## src/rtl/core_pkg.sv

```systemverilog
// core_pkg: types and constants shared by the instruction-fetch slice.
//   fetch_state_t     - fetch FSM state encoding
//   RESET_PC_DEFAULT  - default PC loaded on reset
//   NOP_INSTR_DEFAULT - default filler instruction (addi x0,x0,0)
//   is_word_aligned() - true when a byte address is a multiple of 4
package core_pkg;

  typedef enum logic [2:0] {
    ST_IDLE,
    ST_REQ,
    ST_WAIT,
    ST_HOLD,
    ST_FAULT
  } fetch_state_t;

  localparam logic [31:0] RESET_PC_DEFAULT  = 32'h0000_0000;
  localparam logic [31:0] NOP_INSTR_DEFAULT = 32'h0000_0013;

  function automatic logic is_word_aligned(input logic [31:0] addr);
    return (addr[1:0] == 2'b00);
  endfunction

endpackage

```

## src/rtl/pc_next_calc.sv

```systemverilog
// pc_next_calc: combinational next-PC selection for the fetch stage.
// Ports:
//   pc         in  32  address of the instruction being consumed
//   pc_src     in  1   1 = branch taken (pc + imm_ext), 0 = fall through (pc + 4)
//   imm_ext    in  32  sign-extended branch offset
//   next_pc    out 32  selected successor address, modulo 2^32
//   pc_plus4   out 32  pc + 4, modulo 2^32
//   misaligned out 1   next_pc is not word aligned
module pc_next_calc
  import core_pkg::*;
(
  input  logic [31:0] pc,
  input  logic        pc_src,
  input  logic [31:0] imm_ext,
  output logic [31:0] next_pc,
  output logic [31:0] pc_plus4,
  output logic        misaligned
);

  logic [31:0] pc_branch;

  // 32-bit sums: the carry out is intentionally dropped so addresses wrap.
  assign pc_plus4   = pc + 32'd4;
  assign pc_branch  = pc + imm_ext;
  assign next_pc    = pc_src ? pc_branch : pc_plus4;
  assign misaligned = ~is_word_aligned(next_pc);

endmodule

```

## src/rtl/fetch_unit.sv

```systemverilog
// fetch_unit: instruction-fetch stage feeding RV32I decode.
// Holds the architectural PC, issues one outstanding request at a time to
// instruction memory, latches the returned word and hands it to decode with
// a valid/stall handshake. Supports flush/redirect and flags misaligned
// fetch targets with a sticky fault.
// Ports:
//   clk, rst_n                 clock, asynchronous active-low reset
//   imem_req/addr/ready        request channel (addr word aligned)
//   imem_rvalid/rdata          response channel
//   Instr, PC, PCPlus4         held instruction and its address to decode
//   instr_valid, stall         decode handshake (consume = valid & ~stall)
//   PCSrc, ImmExt              branch decision/offset for the consumed instr
//   flush, flush_pc            restart fetch at flush_pc (highest priority)
//   fetch_fault                sticky misaligned-target flag
module fetch_unit
  import core_pkg::*;
#(
  parameter logic [31:0] RESET_PC  = RESET_PC_DEFAULT,
  parameter logic [31:0] NOP_INSTR = NOP_INSTR_DEFAULT
) (
  input  logic        clk,
  input  logic        rst_n,
  output logic        imem_req,
  output logic [31:0] imem_addr,
  input  logic        imem_ready,
  input  logic        imem_rvalid,
  input  logic [31:0] imem_rdata,
  output logic [31:0] Instr,
  output logic [31:0] PC,
  output logic [31:0] PCPlus4,
  output logic        instr_valid,
  input  logic        stall,
  input  logic        PCSrc,
  input  logic [31:0] ImmExt,
  input  logic        flush,
  input  logic [31:0] flush_pc,
  output logic        fetch_fault
);

  fetch_state_t state_reg, state_next;
  logic [31:0]  fetch_pc_reg, fetch_pc_next;
  logic [31:0]  pc_reg, pc_next;
  logic [31:0]  instr_reg, instr_next;
  logic         instr_valid_reg, instr_valid_next;
  logic         fault_reg, fault_next;
  // Set while a response belonging to a flushed request is still due; that
  // response is swallowed instead of being latched.
  logic         drain_reg, drain_next;

  logic [31:0]  calc_next_pc;
  logic [31:0]  calc_pc_plus4;
  logic         calc_misaligned;
  logic         accept;
  logic         consume;

  pc_next_calc u_pc_next_calc (
    .pc         (pc_reg),
    .pc_src     (PCSrc),
    .imm_ext    (ImmExt),
    .next_pc    (calc_next_pc),
    .pc_plus4   (calc_pc_plus4),
    .misaligned (calc_misaligned)
  );

  assign accept  = (state_reg == ST_REQ) && imem_ready;
  assign consume = instr_valid_reg && !stall;

  always_ff @(posedge clk or negedge rst_n) begin
    if (!rst_n) begin
      state_reg       <= ST_IDLE;
      fetch_pc_reg    <= RESET_PC;
      pc_reg          <= RESET_PC;
      instr_reg       <= NOP_INSTR;
      instr_valid_reg <= 1'b0;
      fault_reg       <= 1'b0;
      drain_reg       <= 1'b0;
    end else begin
      state_reg       <= state_next;
      fetch_pc_reg    <= fetch_pc_next;
      pc_reg          <= pc_next;
      instr_reg       <= instr_next;
      instr_valid_reg <= instr_valid_next;
      fault_reg       <= fault_next;
      drain_reg       <= drain_next;
    end
  end

  always_comb begin
    state_next       = state_reg;
    fetch_pc_next    = fetch_pc_reg;
    pc_next          = pc_reg;
    instr_next       = instr_reg;
    instr_valid_next = instr_valid_reg;
    fault_next       = fault_reg;
    drain_next       = drain_reg;

    if (flush) begin
      instr_valid_next = 1'b0;
      instr_next       = NOP_INSTR;
      fetch_pc_next    = flush_pc;
      // A request is still in flight if we are waiting without its response
      // arriving now, if one is accepted this very cycle, or if a drained
      // response is still owed while parked in FAULT.
      drain_next = ((state_reg == ST_WAIT) && !imem_rvalid) ||
                   accept ||
                   ((state_reg == ST_FAULT) && drain_reg && !imem_rvalid);
      if (!is_word_aligned(flush_pc)) begin
        fault_next = 1'b1;
        state_next = ST_FAULT;
      end else begin
        fault_next = 1'b0;
        state_next = drain_next ? ST_WAIT : ST_REQ;
      end
    end else begin
      case (state_reg)
        ST_IDLE: begin
          state_next = ST_REQ;
        end
        ST_REQ: begin
          if (imem_ready) begin
            state_next = ST_WAIT;
          end
        end
        ST_WAIT: begin
          if (imem_rvalid) begin
            if (drain_reg) begin
              drain_next = 1'b0;
              state_next = ST_REQ;
            end else begin
              instr_next       = imem_rdata;
              pc_next          = fetch_pc_reg;
              instr_valid_next = 1'b1;
              state_next       = ST_HOLD;
            end
          end
        end
        ST_HOLD: begin
          if (consume) begin
            instr_valid_next = 1'b0;
            instr_next       = NOP_INSTR;
            if (calc_misaligned) begin
              fault_next = 1'b1;
              state_next = ST_FAULT;
            end else begin
              fetch_pc_next = calc_next_pc;
              state_next    = ST_REQ;
            end
          end
        end
        ST_FAULT: begin
          // Only a flush or reset leaves FAULT; just retire a stale response.
          if (drain_reg && imem_rvalid) begin
            drain_next = 1'b0;
          end
        end
        default: begin
          state_next = ST_IDLE;
        end
      endcase
    end
  end

  assign imem_req    = (state_reg == ST_REQ);
  assign imem_addr   = fetch_pc_reg;
  // instr_reg is forced to NOP whenever no valid instruction is held.
  assign Instr       = instr_reg;
  assign PC          = pc_reg;
  assign PCPlus4     = calc_pc_plus4;
  assign instr_valid = instr_valid_reg;
  assign fetch_fault = fault_reg;

endmodule

```

## config.mk

```make
export PLATFORM = sky130hd
export DESIGN_NAME = fetch_unit
export DESIGN_NICKNAME = d
export VERILOG_FILES = /design/src/rtl/core_pkg.sv /design/src/rtl/pc_next_calc.sv /design/src/rtl/fetch_unit.sv
export SDC_FILE = /design/constraint.sdc
export NUM_CORES = 1
export LEC_CHECK = 0
export CAP_MARGIN = 20
export CORE_MARGIN = 3
export CORE_UTILIZATION = 41
export DETAILED_ROUTE_END_ITERATION = 8
export PLACE_DENSITY = 0.77
export SYNTH_ARGS = -nofsm -noshare
export SYNTH_HDL_FRONTEND = slang
export SYNTH_SLANG_ARGS = --single-unit
```

## constraint.sdc

```tcl
create_clock -name clk -period 2.6 [get_ports clk]
set_clock_uncertainty 0.1 [all_clocks]
set_input_delay 0.78 -clock clk [delete_from_list [all_inputs] [get_ports clk]]
set_output_delay 0.78 -clock clk [all_outputs]
set_load 0.02 [all_outputs]
```

# Word level (Yosys, flattened, before mapping)
# Index checks and enable logic that the tools add are counted.
totals:
  regBits: 102
  out_inout_bits: 131
  word_cells: 79
classes:
  add_sub_neg: 2
  eq_ne: 11
  mux: 33
  bitwise: 2
  reduce_logical: 24
op_table:
  columns: ["operator", "n"]
  rows:
  - ["2-to-1 mux 32 bit", 9]
  - ["case mux 32 bit (2 select lines)", 1]
  - ["adder 32 x 3 -> 32 bit, second input constant", 1]
  - ["adder 32 bit", 1]
  - ["2-to-1 mux 3 bit", 6]
  - ["case mux 3 bit (5 select lines)", 1]
  - ["2-to-1 mux 1 bit", 12]
  - ["AND reduction 4 bit", 3]
  - ["inequality test 3 bit, second input constant", 3]
  - ["AND reduction 3 bit", 3]
  - ["== test 3 x 2 -> 1 bit, second input constant", 2]
  - ["logical AND 1 bit", 6]
  - ["nonzero test 2 bit", 3]
  - ["nonzero test 3 bit", 2]
  - ["logical NOT 2 bit", 2]
  - ["2-to-1 mux 2 bit", 2]
  - ["inequality test 2 bit, second input constant", 2]
  - ["case mux 1 bit (2 select lines)", 2]
  - ["== test 3 x 1 -> 1 bit, second input constant", 1]
  - ["== test 3 bit, second input constant", 1]
  - ["logical NOT 3 bit", 1]
  - ["inequality test 3 x 1 -> 1 bit, second input constant", 1]
  - ["inequality test 3 x 2 -> 1 bit, second input constant", 1]
  - ["logical NOT 1 bit", 2]
  - ["2 further kinds", 4]

# Logic depth before layout (Yosys ltp)
depth:
  ltp_word: 7
  ltp_mapped: 10

# Cells and area by module
# Synthesis repeated with hierarchy kept, for this count alone.
unflattened:
  hier_cells: 709
  hier_area_um2: 6820.3
modules_own_cells:
  columns: ["mod", "instances", "cells_per_inst", "area_each_um2", "seq_area_each_um2"]
  rows:
  - ["fetch_unit", 1, 333, 4252.8, 2556.2]
  - ["pc_next_calc", 1, 376, 2567.5, 0.0]

# Least setup slack after synthesis
# Ideal clock, no wire load.
synth_timing:
  kind: "input port to flip-flop"
  from: "input ImmExt[0]"
  to: "register fetch_pc_reg[18], in the netlist imem_addr[18]"
  arrival_time_ns: 2.893
  required_ns: 2.380
  slack_ns: -0.513
  stages: 10
  path_cell_list: "ha_1 -> fa_1 -> a211oi_1 -> o21ai_1 -> nand3_2 -> a21oi_2 -> o21a_1 -> o21a_1 -> or3_1 -> a31o_1"
synth_between:
  elab_chain_cells: 6
synth_lines:
  columns: ["item", "line_no", "text"]
  rows:
  - ["from (decl)", "fetch_unit.sv:34", "input logic [31:0] ImmExt,"]
  - ["adder 32 bit *", "pc_next_calc.sv:24", "assign pc_branch = pc + imm_ext;"]
  - ["2-to-1 mux 32 bit *", "pc_next_calc.sv:25", "assign next_pc = pc_src ? pc_branch : pc_plus4;"]
  - ["2-to-1 mux 32 bit", "fetch_unit.sv:141", "if (calc_misaligned) begin"]
  - ["2-to-1 mux 32 bit", "fetch_unit.sv:138", "if (consume) begin"]
  - ["2-to-1 mux 32 bit", "fetch_unit.sv:115", "case (state_reg)"]
  - ["2-to-1 mux 32 bit", "fetch_unit.sv:97", "if (flush) begin"]
  - ["to (signal assigned)", "fetch_unit.sv:79", "fetch_pc_reg <= fetch_pc_next;"]
  - ["to (decl)", "fetch_unit.sv:41", "logic [31:0] fetch_pc_reg, fetch_pc_next;"]
# Every way passes the cells marked *; elsewhere a longest branch is shown, timed or not. The select of a mux whose other input is x is not followed.
# A chain may end at the register's enable or synchronous reset.

# Worst setup path in the final report
layout_timing:
  from: "register pc_reg[7], in the netlist PC[7]"
  to: "output PCPlus4[12]"
layout_between:
  elab_chain_cells: 1
layout_lines:
  columns: ["item", "line_no", "text"]
  rows:
  - ["from (decl)", "fetch_unit.sv:42", "logic [31:0] pc_reg, pc_next;"]
  - ["from (signal assigned)", "fetch_unit.sv:80", "pc_reg <= pc_next;"]
  - ["adder 32 x 3 -> 32 bit", "pc_next_calc.sv:23", "assign pc_plus4 = pc + 32'd4;"]
  - ["to (decl)", "fetch_unit.sv:30", "output logic [31:0] PCPlus4,"]
# Every way passes these cells.

==> impl_metrics.json <==
{
  "nets": 1276,
  "synth_fp_nets": 868,
  "maximum_fanout_encountered_on_the_critical_timing_path": 5,
  "synth_most_common_cell": "sky130_fd_sc_hd__nand2_1",
  "cts-root-to-sink-buffers": 2,
  "cellPowerDensity_mw_per_mm2": 960.0,
  "final_layout_size_suffix_gt1_share_pct": 35.28,
  "timing.critical_path.required_ps": 1720,
  "fin_tns_setup_ps": -8010,
  "antenna_found_initial": 0,
  "globalRouteTotalUtil_pct": 29.84,
  "number_of_antenna_diodes": 0,
  "netlist_instances": 732,
  "synth_compound_area_share_pct": 23.10,
  "synth.cells.most_frequent": "sky130_fd_sc_hd__nand2_1 (156), sky130_fd_sc_hd__dfrtp_1 (99), sky130_fd_sc_hd__a21oi_1 (45)",
  "crit_path_cell_trace": "nand4_1 -> nor2_4 -> buf_4 -> buf_6 -> and4_1 -> xor2_1 -> buf_4",
  "worst_ep_arrival_time_ps": 2090,
  "worst-setup-path-type": "register to output port",
  "fin_crit_ps": 2966,
  "final-hold-violation-count": 0,
  "buffer_ports.inserted": 233,
  "die_x_um": 131.5,
  "unrepaired_setup_endpoints_after_global_routing": "yes",
  "final_util_pct": 77.39,
  "syn_avg_cell_area_um2": 8.820,
  "routed_via_density": 5.735,
  "die_area_mm2": 0.01729,
  "worst_path_most_repeated_cell": "sky130_fd_sc_hd__buf_4",
  "synth_area_leaders": "sky130_fd_sc_hd__dfrtp_1 (38%), sky130_fd_sc_hd__nand2_1 (9.1%), sky130_fd_sc_hd__ha_1 (6.2%), sky130_fd_sc_hd__a22o_1 (4.1%), sky130_fd_sc_hd__xnor2_1 (4.1%)",
  "rows": 45,
  "first_pass_iters": 5,
  "place_inst": 1296,
  "synthSimpleGateAreaFrac_pct": 19.50,
  "detail_route.wirelength_mm": 27.76,
  "synthDominantAreaCellType": "sky130_fd_sc_hd__dfrtp_1",
  "grt_pass1_wl_mm": 41.68,
  "dp_worst_setup_slack_ps": -860.2,
  "tightestPinTransition_ps": 483.1,
  "outcome": "finished, violations left",
  "crit_path_end_kind": "output port",
  "cts-root-buf": "sky130_fd_sc_hd__clkbuf_16",
  "area_share_of_xor_xnor_cells_in_the_synthesized_design_pct": 7.190,
  "cts_inserted_buffers": 9,
  "io-pin-count": 234,
  "number_of_global_route_vias_before_repair": 7819,
  "yosysWarningCount": 0,
  "routed-via-count": 7776,
  "yosys.area.top_type_share_pct": 38.37,
  "fin_crit_sh_pct": 114.1,
  "timing.rr.start": "PC[11]$_DFFE_PN0P_",
  "remaining_drc_errors": 0,
  "critPathMaxStageDelay_ps": 380,
  "cap_viol_max_count": 0,
  "post_synth_mux_area_share_pct": 0.9884,
  "number_of_synthesized_flops_with_an_enable_pin": 0,
  "path_clk_slew_ps": 70,
  "cp_num_cells": 7,
  "design.core.area_mm2": 0.01531,
  "critical-path-top-delay-family": "simple AND/OR/NAND/NOR gates",
  "clock_tree_from_tritoncts": "yes",
  "setup_slack_of_the_critical_path_after_layout_ps": -366.3,
  "yosys_most_used_dff": "sky130_fd_sc_hd__dfrtp_1",
  "synth.cell_area_mm2": 0.006456,
  "relSlewSlack_pct": 67.55,
  "die_h_um": 131.5,
  "final_cells": 1356,
  "ys_types": 69,
  "cts.sink_count": 102,
  "adder_and_majority_gate_portion_of_the_synthesized_area_pct": 6.512,
  "avgRoutedWirePerCell_um": 20.47,
  "hpwl_mm": 18.58,
  "pin_count_of_the_biggest_net_entering_global_routing": 39,
  "r2r.worst_path.cells": 13,
  "clk-insertion-delay-late_ps": 360,
  "cellLeakagePower_nw": 5.409,
  "cp_slowest_cell": "sky130_fd_sc_hd__dfrtp_1",
  "first_iter_violations": 700,
  "max_freq_ghz": 0.3371,
  "overflow": 0,
  "irDropWorstVdd_v": 0.0006719,
  "cts_htree_levels": 3,
  "bufs_and_invs_on_worst_path": 3,
  "dominant_combinational_cell_family_by_area_after_synthesis": "compound AO/OA/AOI/OAI gates",
  "synthToLayoutAreaGrowth_pct": 83.58,
  "final.fill_count": 1018,
  "final_max_slew_viol_count": 0,
  "synth-seq-area-share_pct": 39.59,
  "regToRegEndpoint": "imem_addr[30]$_DFFE_PN0P_",
  "holdWs_ps": 251.0,
  "report.final.setup_viol": 36,
  "violated_checks": "negative setup slack",
  "initial_core_util_pct": 42.16,
  "critPathLaunchType": "register",
  "synth-async-reset-ratio_pct": 100.0,
  "detail-route-antenna-nets": 0,
  "reg_to_reg_setup_timing_slack_ps": -190,
  "post_synthesis_sequential_element_count": 102,
  "holdCritPathClass": "input port to asynchronous set/reset pin",
  "routabilityCongestion": 0.8987
}
[cell usage in the layout (no fill, tap or decap), types with 7 or more instances in the layout]
| cell type | instances |
|---|---|
| sky130_fd_sc_hd__clkdlybuf4s50_1 | 179 |
| sky130_fd_sc_hd__buf_4 | 178 |
| sky130_fd_sc_hd__nand2_1 | 150 |
| sky130_fd_sc_hd__dfrtp_1 | 86 |
| sky130_fd_sc_hd__a21oi_1 | 37 |
| sky130_fd_sc_hd__buf_6 | 36 |
| sky130_fd_sc_hd__nor2_1 | 33 |
| sky130_fd_sc_hd__a22o_1 | 30 |
| sky130_fd_sc_hd__o21ai_0 | 27 |
| sky130_fd_sc_hd__ha_4 | 21 |
| sky130_fd_sc_hd__xnor2_1 | 16 |
| sky130_fd_sc_hd__inv_1 | 16 |
| sky130_fd_sc_hd__a21o_1 | 16 |
| sky130_fd_sc_hd__xor2_1 | 14 |
| sky130_fd_sc_hd__dfrtp_2 | 13 |
| sky130_fd_sc_hd__buf_2 | 13 |
| sky130_fd_sc_hd__buf_12 | 11 |
| sky130_fd_sc_hd__xnor2_2 | 10 |
| sky130_fd_sc_hd__ha_1 | 10 |
| sky130_fd_sc_hd__a22oi_1 | 9 |
| sky130_fd_sc_hd__a211oi_1 | 9 |
| sky130_fd_sc_hd__clkbuf_16 | 9 |
| sky130_fd_sc_hd__a21oi_2 | 8 |
| sky130_fd_sc_hd__nand4_1 | 8 |
| sky130_fd_sc_hd__o221ai_1 | 7 |
| sky130_fd_sc_hd__xor2_2 | 7 |
| sky130_fd_sc_hd__nand3_1 | 7 |
| sky130_fd_sc_hd__nand3_4 | 7 |
| sky130_fd_sc_hd__dlygate4sd2_1 | 7 |
[logic make-up after synthesis]
family,count (synthesis)
compound gates,213
xor+xnor,53
fa+ha+maj,33
buf+inv,51
flops,102
mux,6
simple gates,274
[worst max-delay path by stage]
stage                       from                         to  slack (ps)
6_report       PC[7]$_DFFE_PN0P_                PCPlus4[12]        -370
3_5_place_dp           ImmExt[7]  imem_addr[29]$_DFFE_PN0P_        -860
5_1_grt        PC[6]$_DFFE_PN0P_                PCPlus4[30]        -410
3_3_place_gp           ImmExt[7]  imem_addr[29]$_DFFE_PN0P_        -830
2_1_floorplan          ImmExt[0]  imem_addr[18]$_DFFE_PN0P_        -270
4_1_cts        PC[6]$_DFFE_PN0P_                PCPlus4[28]        -310
[area by class of cell]
| cell class | count | area, µm² | share of cell area, % |
|---|---|---|---|
| Multi-Input combinational cell | 579 | 4726 | 39.87 |
| Timing Repair Buffer | 432 | 3951 | 33.34 |
| Sequential cell | 102 | 2572 | 21.70 |
| Tap cell | 211 | 264.0 | 2.227 |
| Clock buffer | 12 | 246.5 | 2.080 |
| Inverter | 16 | 60.06 | 0.5067 |
| Clock inverter | 4 | 32.53 | 0.2745 |
[power breakdown]
group	switching, mW	internal, mW	total [mW]
combinational	3.94	3.91	7.85
sequential	0.298	1.92	2.22
clock	0.625	0.681	1.31
total	4.86	6.51	11.4
[worst register-to-register path, delay by kind of cell, from the launching register on]
family | cells | cell delay (ps)
AOI/OAI and AO/OA | 7 | 1230
adders and majority gates | 1 | 290
buffers and inverters | 4 | 570
DFF | 1 | 410
and+or+nand+nor | 1 | 80
[per-layer routing]
| metal | track usage, % | part of all wire, % | up-vias | wire, µm |
|---|---|---|---|---|
| li1 | - | - | 3451 | - |
| met1 | 38.05 | 40 | 3775 | 11140 |
| met2 | 49.89 | 48 | 467 | 13340 |
| met3 | 5.896 | 8.1 | 83 | 2236 |
| met4 | 11.84 | 3.7 | 0 | 1039 |
| met5 | 0 | 0 | - | 0 |
[timing repair]
| action | CTS | global route |
|---|---|---|
| setup buffers | 27 | 23 |
| resized for setup | 298 | 73 |
| pin swaps | 98 | 80 |
| gates cloned | 0 | 0 |
| hold buffers | 0 | 0 |
| setup endpoints to repair | 62 | 51 |
[per-stage QoR]
step	power [mW]	area, µm²
5_1_grt	11.89	11850
6_report	11.38	11850
3_3_place_gp	8.418	10510
4_1_cts	10.49	11450
2_1_floorplan	5.454	6754
3_5_place_dp	8.511	10510
No activity file was read; power rests on OpenSTA's default activity.
